[config.mk]
export PLATFORM = sky130hd
export DESIGN_NAME = operand_stage
export DESIGN_NICKNAME = d
export VERILOG_FILES = /design/src/rtl/operand_stage.sv
export SDC_FILE = /design/constraint.sdc
export NUM_CORES = 1
export LEC_CHECK = 0
export ABC_AREA = 1
export CAP_MARGIN = 10
export CORE_ASPECT_RATIO = 1.5
export CORE_UTILIZATION = 40
export DETAILED_ROUTE_END_ITERATION = 16
export PLACE_DENSITY = 0.82
export RECOVER_POWER = 50
export SLEW_MARGIN = 20
export SYNTH_ARGS = -nofsm -noshare
export SYNTH_HDL_FRONTEND = slang
export SYNTH_SLANG_ARGS = --single-unit
[constraint.sdc]
create_clock -name clk -period 4.69 [get_ports clk]
set_input_delay 0.938 -clock clk [delete_from_list [all_inputs] [get_ports clk]]
set_output_delay 0.938 -clock clk [all_outputs]
set_load 0.01 [all_outputs]
[src/rtl/operand_stage.sv]
// Operand stage: builds RV32I operands from decode, holds them for execute,
// and inserts a single bubble when an instruction needs a load's result.
module operand_stage #(
  parameter int XLEN = 32
) (
  input  logic            clk,
  input  logic            reset,
  input  logic            id_valid,
  output logic            id_ready,
  input  logic [XLEN-1:0] id_pc,
  input  logic [31:0]     id_inst,
  input  logic [XLEN-1:0] id_rs1_data,
  input  logic [XLEN-1:0] id_rs2_data,
  input  logic            id_op1_sel,
  input  logic [2:0]      id_op2_sel,
  input  logic            id_invalid,
  input  logic            id_jump,
  input  logic            id_load,
  input  logic            kill,
  input  logic            ex_ready,
  output logic            ex_valid,
  output logic [XLEN-1:0] ex_op1,
  output logic [XLEN-1:0] ex_op2,
  output logic [XLEN-1:0] ex_pc,
  output logic            ex_jump,
  output logic            ex_trap,
  output logic [31:0]     bubble_count
);

  localparam logic [2:0] SEL_RS2 = 3'd0;
  localparam logic [2:0] SEL_I   = 3'd1;
  localparam logic [2:0] SEL_S   = 3'd2;
  localparam logic [2:0] SEL_B   = 3'd3;
  localparam logic [2:0] SEL_U   = 3'd4;
  localparam logic [2:0] SEL_J   = 3'd5;
  localparam logic [2:0] SEL_4   = 3'd6;
  localparam logic [2:0] SEL_RSV = 3'd7;

  logic            r_ex_valid;
  logic [XLEN-1:0] r_ex_op1;
  logic [XLEN-1:0] r_ex_op2;
  logic [XLEN-1:0] r_ex_pc;
  logic            r_ex_jump;
  logic            r_ex_trap;
  logic            r_held_load;
  logic [4:0]      r_held_rd;
  logic [31:0]     r_bubble_count;

  logic signed [31:0] w_i32, w_s32, w_b32, w_u32, w_j32;
  logic [XLEN-1:0]    w_op1;
  logic [XLEN-1:0]    w_op2;
  logic               w_slot_free;
  logic               w_rs1_used;
  logic               w_rs2_used;
  logic               w_hazard;
  logic               w_ready;
  logic               w_capture;
  logic               w_bubble_inc;
  logic               w_unused_opcode;

  // Raw 32-bit immediates, sign-extended to XLEN by the signed casts below.
  assign w_i32 = {{20{id_inst[31]}}, id_inst[31:20]};
  assign w_s32 = {{20{id_inst[31]}}, id_inst[31:25], id_inst[11:7]};
  assign w_b32 = {{19{id_inst[31]}}, id_inst[31], id_inst[7], id_inst[30:25],
                  id_inst[11:8], 1'b0};
  assign w_u32 = {id_inst[31:12], 12'b0};
  assign w_j32 = {{11{id_inst[31]}}, id_inst[31], id_inst[19:12], id_inst[20],
                  id_inst[30:21], 1'b0};
  assign w_unused_opcode = ^id_inst[6:0];

  assign w_op1 = id_op1_sel ? id_pc : id_rs1_data;

  always_comb begin
    w_op2 = '0;
    case (id_op2_sel)
      SEL_RS2: w_op2 = id_rs2_data;
      SEL_I:   w_op2 = XLEN'(w_i32);
      SEL_S:   w_op2 = XLEN'(w_s32);
      SEL_B:   w_op2 = XLEN'(w_b32);
      SEL_U:   w_op2 = XLEN'(w_u32);
      SEL_J:   w_op2 = XLEN'(w_j32);
      SEL_4:   w_op2 = XLEN'(4);
      default: w_op2 = '0;
    endcase
  end

  assign w_slot_free = !r_ex_valid || ex_ready;
  assign w_rs1_used  = !id_op1_sel || (id_op2_sel == SEL_B);
  assign w_rs2_used  = (id_op2_sel == SEL_RS2) || (id_op2_sel == SEL_S) ||
                       (id_op2_sel == SEL_B);
  assign w_hazard    = r_ex_valid && r_held_load && (r_held_rd != 5'd0) &&
                       (((r_held_rd == id_inst[19:15]) && w_rs1_used) ||
                        ((r_held_rd == id_inst[24:20]) && w_rs2_used));

  assign w_ready      = w_slot_free && !w_hazard && !kill && !reset;
  assign w_capture    = id_valid && w_ready;
  assign w_bubble_inc = id_valid && w_hazard && w_slot_free && !kill;

  always_ff @(posedge clk or posedge reset) begin
    if (reset) begin
      r_ex_valid     <= 1'b0;
      r_ex_op1       <= '0;
      r_ex_op2       <= '0;
      r_ex_pc        <= '0;
      r_ex_jump      <= 1'b0;
      r_ex_trap      <= 1'b0;
      r_held_load    <= 1'b0;
      r_held_rd      <= 5'd0;
      r_bubble_count <= 32'd0;
    end else begin
      if (w_bubble_inc)
        r_bubble_count <= r_bubble_count + 32'd1;
      if (kill) begin
        r_ex_valid  <= 1'b0;
        r_held_load <= 1'b0;
      end else if (w_capture) begin
        r_ex_valid  <= 1'b1;
        r_ex_op1    <= w_op1;
        r_ex_op2    <= w_op2;
        r_ex_pc     <= id_pc;
        r_ex_jump   <= id_jump;
        r_ex_trap   <= id_invalid || (id_op2_sel == SEL_RSV);
        r_held_load <= id_load;
        r_held_rd   <= id_inst[11:7];
      end else if (w_slot_free) begin
        // Bubble: an empty slot carries no load, so the hazard lasts one cycle.
        r_ex_valid  <= 1'b0;
        r_held_load <= 1'b0;
      end
    end
  end

  assign id_ready     = w_ready;
  assign ex_valid     = r_ex_valid;
  assign ex_op1       = r_ex_op1;
  assign ex_op2       = r_ex_op2;
  assign ex_pc        = r_ex_pc;
  assign ex_jump      = r_ex_jump;
  assign ex_trap      = r_ex_trap;
  assign bubble_count = r_bubble_count;

endmodule

Word-level counts from Yosys, hierarchy flattened
Index checks and enable logic that the tools add are counted.
{ "word_totals": {"regBits": 137, "latchBits": 0, "mem_bits_rw": 0, "romBits": 0, "inputBits": 140, "wordCells": 54, "memories": 0} }
{ "classes": {"add_sub_neg": 1, "n_mul": 0, "div_mod_pow": 0, "magnitude_cmp": 0, "eq_ne": 9, "shift": 0, "n_mux": 7, "n_bitwise": 1, "reduce_logical": 27} }
{ "ops": {"columns": ["cell", "count"], "rows": [
  ["32-bit one-hot mux with 7 select lines", 1],
  ["32-bit by 1-bit adder with 32-bit output (second input constant)", 1],
  ["32-bit two-way mux", 1],
  ["3-bit == test (second input constant)", 4],
  ["1-bit logical AND", 12],
  ["5-bit == test", 2],
  ["3-bit by 2-bit == test with 1-bit output (second input constant)", 2],
  ["1-bit logical OR", 6],
  ["1-bit logical NOT", 5],
  ["1-bit two-way mux", 5],
  ["5-bit nonzero test", 1],
  ["3-bit by 1-bit == test with 1-bit output (second input constant)", 1],
  ["3-bit logical NOT", 1],
  ["3-bit nonzero test", 1],
  ["2-bit AND reduction", 1],
  ["1-bit NOT", 1]
]} }

Logic depth before layout (Yosys ltp)
Gate-level depths: netlist of the first run.
{ "logic_depth": {"depth_word": 13, "ltp_mapped": 13, "mapped_depth_nobuf": 11} }

Worst setup path after synthesis of the first run
Ideal clock, no wire load.
{ "synth_path": {"kind": "input -> output", "start": "input id_op2_sel[1]", "end": "output id_ready", "arrival_ns": 1.899, "required_ns": 3.752, "path_slack_ns": 1.853, "path_stages": 10, "path_buffers": 1, "cell_sequence": "buf_4 inv_2 nand2_4 nand2_1 nor2_2 nand3_2 nand2_4 nand2_2 inv_1 nor3_1"} }
{ "synth_between": {"elab_chain_cells": 10} }
{ "synth_rtl": {"columns": ["element", "line", "text"], "rows": [
  ["start: declaration", "15", "input logic [2:0] id_op2_sel,"],
  ["3-bit by 2-bit == test with 1-bit output / 3-bit logical NOT (equally long branches)", "89", "assign w_rs2_used = (id_op2_sel == SEL_RS2) || (id_op2_sel == SEL_S) ||"],
  ["1-bit logical OR (2 in a row)", "89", null],
  ["1-bit logical AND", "93", "((r_held_rd == id_inst[24:20]) && w_rs2_used));"],
  ["1-bit logical OR *", "92", "(((r_held_rd == id_inst[19:15]) && w_rs1_used) ||"],
  ["1-bit logical AND *", "91", "assign w_hazard = r_ex_valid && r_held_load && (r_held_rd != 5'd0) &&"],
  ["1-bit logical NOT *", "95", "assign w_ready = w_slot_free && !w_hazard && !kill && !reset;"],
  ["1-bit logical AND * (3 in a row)", "95", null],
  ["end: declaration", "9", "output logic id_ready,"]
]} }
Every way passes the cells marked *; elsewhere a longest branch is shown, timed or not.

Worst setup path after layout of the first run
{ "layout_path": {"start": "input id_op2_sel[2]", "end": "output id_ready"} }
Same word-level chain as after synthesis.

==> results of run 1 <==
## final timing paths
kind | start | endpoint | slack [ns] | cells past startpoint
worst min-delay path | ex_pc[15] | ex_pc[15] | 0.48 | 2
max in group asynchronous | reset | ex_pc[16] | 0.99 | 3
worst min register to register | ex_pc[15] | ex_pc[15] | 0.48 | 2
worst max register to register | ex_valid | bubble_count[30] | 2.23 | 9
min in group asynchronous | reset | bubble_count[13] | 1.85 | 2
worst max-delay path | id_op2_sel[2] | id_ready | 0.54 | 10
## area by class of cell
cell class                      instances  area [um^2]
Fill cell                            1402         6590
Sequential cell                       137         3430
Multi-Input combinational cell        558         2700
Timing Repair Buffer                  270         2690
Inverter                              127          480
Clock buffer                           19          443
Tap cell                              210          263
Clock inverter                         11          174
## placed cells by master, fill, tap and decap left out, types with 2 or more instances in the layout
cell type,instances
xnor2_1,6
a32o_1,6
nand3_1,30
nor3_1,7
nor2_1,42
nor3_2,2
a221oi_1,23
nand4_1,16
o21ai_1,58
dfrtp_1,137
clkinvlp_4,4
nand2_1,241
inv_1,123
bufinv_16,4
o21bai_1,9
dlygate4sd3_1,67
buf_4,4
clkbuf_1,2
nand3_2,2
clkdlybuf4s50_1,196
o21ai_0,96
o22ai_1,2
clkbuf_16,17
clkinv_4,3
nor2_2,2
nand2_4,2
a21oi_1,4
inv_2,3
xor2_1,2
## cell families after synthesis
family,after synthesis,synth area share
and+or+nand+nor,347,0.211
adders and majority gates,1,0.00182
xor gates and xnor gates,8,0.0102
buffers and inverters,167,0.110
DFF,137,0.499
AOI/OAI and AO/OA,202,0.169
## report_power, final
| group | internal [mW] | total (mW) | switching [mW] |
|---|---|---|---|
| Clock | 0.898 | 1.40 | 0.503 |
| Combinational | 0.424 | 0.795 | 0.371 |
| Sequential | 1.35 | 1.44 | 0.0898 |
## flip-flops by register name, summed over array words and instances (netlist names)
register      count
ex_op2           32
ex_pc            32
r_held_load       1
r_held_rd         5
bubble_count     32
ex_jump           1
ex_valid          1
ex_trap           1
ex_op1           32
## routing by layer
layer,track usage,wire length [um],vias up,share of wire
li1,-,-,3301,-
met1,0.264,7800,3075,0.39
met4,0.149,1100,0,0.054
met2,0.399,10100,239,0.50
met5,0,0,-,0
met3,0.0560,1220,69,0.060
## per-stage QoR
step	power [mW]	worst slack, ns	instance area [um^2]	instances
detailed placement	2.30	0.606	9560	1302
global placement	2.28	0.606	9560	1302
floorplan	1.79	0.0842	6880	862
global route	3.80	0.409	10200	1332
CTS	3.71	0.584	10200	1332
finish	3.63	0.541	10200	1332
## tightest hold or removal path, cell delays in order, from the launching register on
cell and delay [ns]:
dfrtp_1 0.33, nand2_1 0.05, o21ai_0 0.06
==> metrics.md, run 1 <==
| Metric | Value |
|---|---|
| Critical Path AT | 3.21 ns |
| Cts hold-fix bufs | 0 |
| Slew HR | -0.682 |
| Overall Global Routing Usage | 0.236 |
| Syn_area_per_cell | ~8 um^2 |
| Starting Density | 0.410 |
| Core ar. | around 17,000 um^2 |
| Largest net degree at the start of global routing | 120 |
| Status | finished, violations left |
| Reg clk slew, reported paths | 0.06 ns |
| Post-synthesis sequential area ratio | 0.499 |
| Yosys reg bits | 137 |
| Minimum clock period | 4.15 ns |
| Worst Skew | 0.00895 ns |
| Unique masters post-synth | 35 |
| TritonCTS sink count | ~140 |
| I/O pin count | 272 |
| Hold_ws | 0.476 ns |
| Nets | 1,252 |
| Max rail drop VDD | 0.000206 V |
| Crit start category | input pin |
| Worst path top cell family by delay | buffers and inverters |
| Max_cap viols | 1 |
| Number of setup violations in the final report | 0 |
| Yosys top cell area share | 0.499 |
| Critical path class | in -> out |
| Fmax | 241 MHz |
| Setup TNS | 0 ns |
| Ant. Diodes | 0 |
| Clk Latency, worst-skew pair | 0.42 ns |
| PwrDens | approximately 360 nW/um^2 |
| Main flop type after synthesis | dfrtp_1 |
| Critical Path RT | 3.75 ns |
| HP Class | reg -> reg |
| CTS H-tree depth | 4 |
| Row Count | 58 |
| Post-synthesis cell count | 862 |
| Warnings from Yosys | 0 |
| Count leader, synth | nand2_1 |
| Area leader, netlist | dfrtp_1 |
| Post-CTS Setup Bufs | 0 |
| Final worst path period share | 0.885 |
| Initial antenna violation count | 0 |
| Post-CTS sizing | 0 |
| Synth top cells by count | nand2_1 (241), dfrtp_1 (137), inv_1 (124) |
| Post-Syn Area | 6880 um^2 |
| Final WL | between 20,000 and 25,000 um |
| Synthesized Nets | 1,003 |
| Root buf cell | clkbuf_16 |
| Synth top area cells | dfrtp_1 (50%), nand2_1 (13%), o21ai_0 (7.0%) |
| Per-cell routed wire length | 15.2 um |
| Detail Route Antenna Nets | 0 |
| Worst-path fanout max | 12 |
| DRC Markers | 0 |
| Fraction of layout cells with a size suffix above 1 | 0.0446 |
| Area grow syn2layout | 48.0% |
| FFs w/ async S/R, synth | 1.00 |
| CP cell instances | clkdlybuf4s50_1 -> inv_2 -> nand3_1 -> a21oi_1 -> nand3_1 -> nand2_4 -> nand2_2 -> inv_1 -> nor3_1 -> clkdlybuf4s50_1 |
| Final core utilization | 0.607 |
| # port buffers | 264 |
| Pleak | roughly 4.7 nW |
| CP max stage delay | 0.65 ns |
| Die area | 17,700 um^2 |
| Final slew viol count | 120 |
| Drt first pass iters | 5 |
| Worst slew pin tran | 2.52 ns |
| Nature of the critical path endpoint | primary output |
| RSZ-0062 raised after global routing | no |
| Vias in the first global route | 6,581 |
| Width of the die | between 100 and 150 um |
| Die H | about 160 um |
| DRT iter0 DRCs | roughly 340 |
| First-pass GRT wire length | 32,200 um |
| Slowest-stage cell, CP | clkdlybuf4s50_1 |
| DR vias/cell | 5.02 |
| Num CTS Buffers | 17 |
| DP HPWL | approximately 15,000 um |
| EDFF count, synth | 0 |
| Final Hold Viols | 0 |
| CP Buf/Inv Count | 4 |
| Placer Congestion | 0.871 |
| Failing checks | capacitance limit, slew limit |
| CTS tree | yes |
| Routed vias | 6,684 |
| CTS Buffer Depth | 2 |
| Total gr overflow | 0 |
(Power assumes the default switching activity.)
==> inputs of run 2 (changes only) <==
--- a/config.mk
+++ b/config.mk
@@ -9,6 +9,7 @@
 export CAP_MARGIN = 10
 export CORE_ASPECT_RATIO = 1.5
 export CORE_UTILIZATION = 40
+export CTS_CLUSTER_SIZE = 28
 export DETAILED_ROUTE_END_ITERATION = 16
 export PLACE_DENSITY = 0.82
 export RECOVER_POWER = 50
==> results of run 2 <==
No change in the layout: final DEF, timing and power equal those of run 1.
==> inputs of run 3 (changes only) <==
--- a/config.mk
+++ b/config.mk
@@ -9,6 +9,7 @@
 export CAP_MARGIN = 10
 export CORE_ASPECT_RATIO = 1.5
 export CORE_UTILIZATION = 40
+export CTS_CLUSTER_DIAMETER = 80
 export CTS_CLUSTER_SIZE = 28
 export DETAILED_ROUTE_END_ITERATION = 16
 export PLACE_DENSITY = 0.82
==> results of run 3 <==
No change in the layout: final DEF, timing and power equal those of run 1.
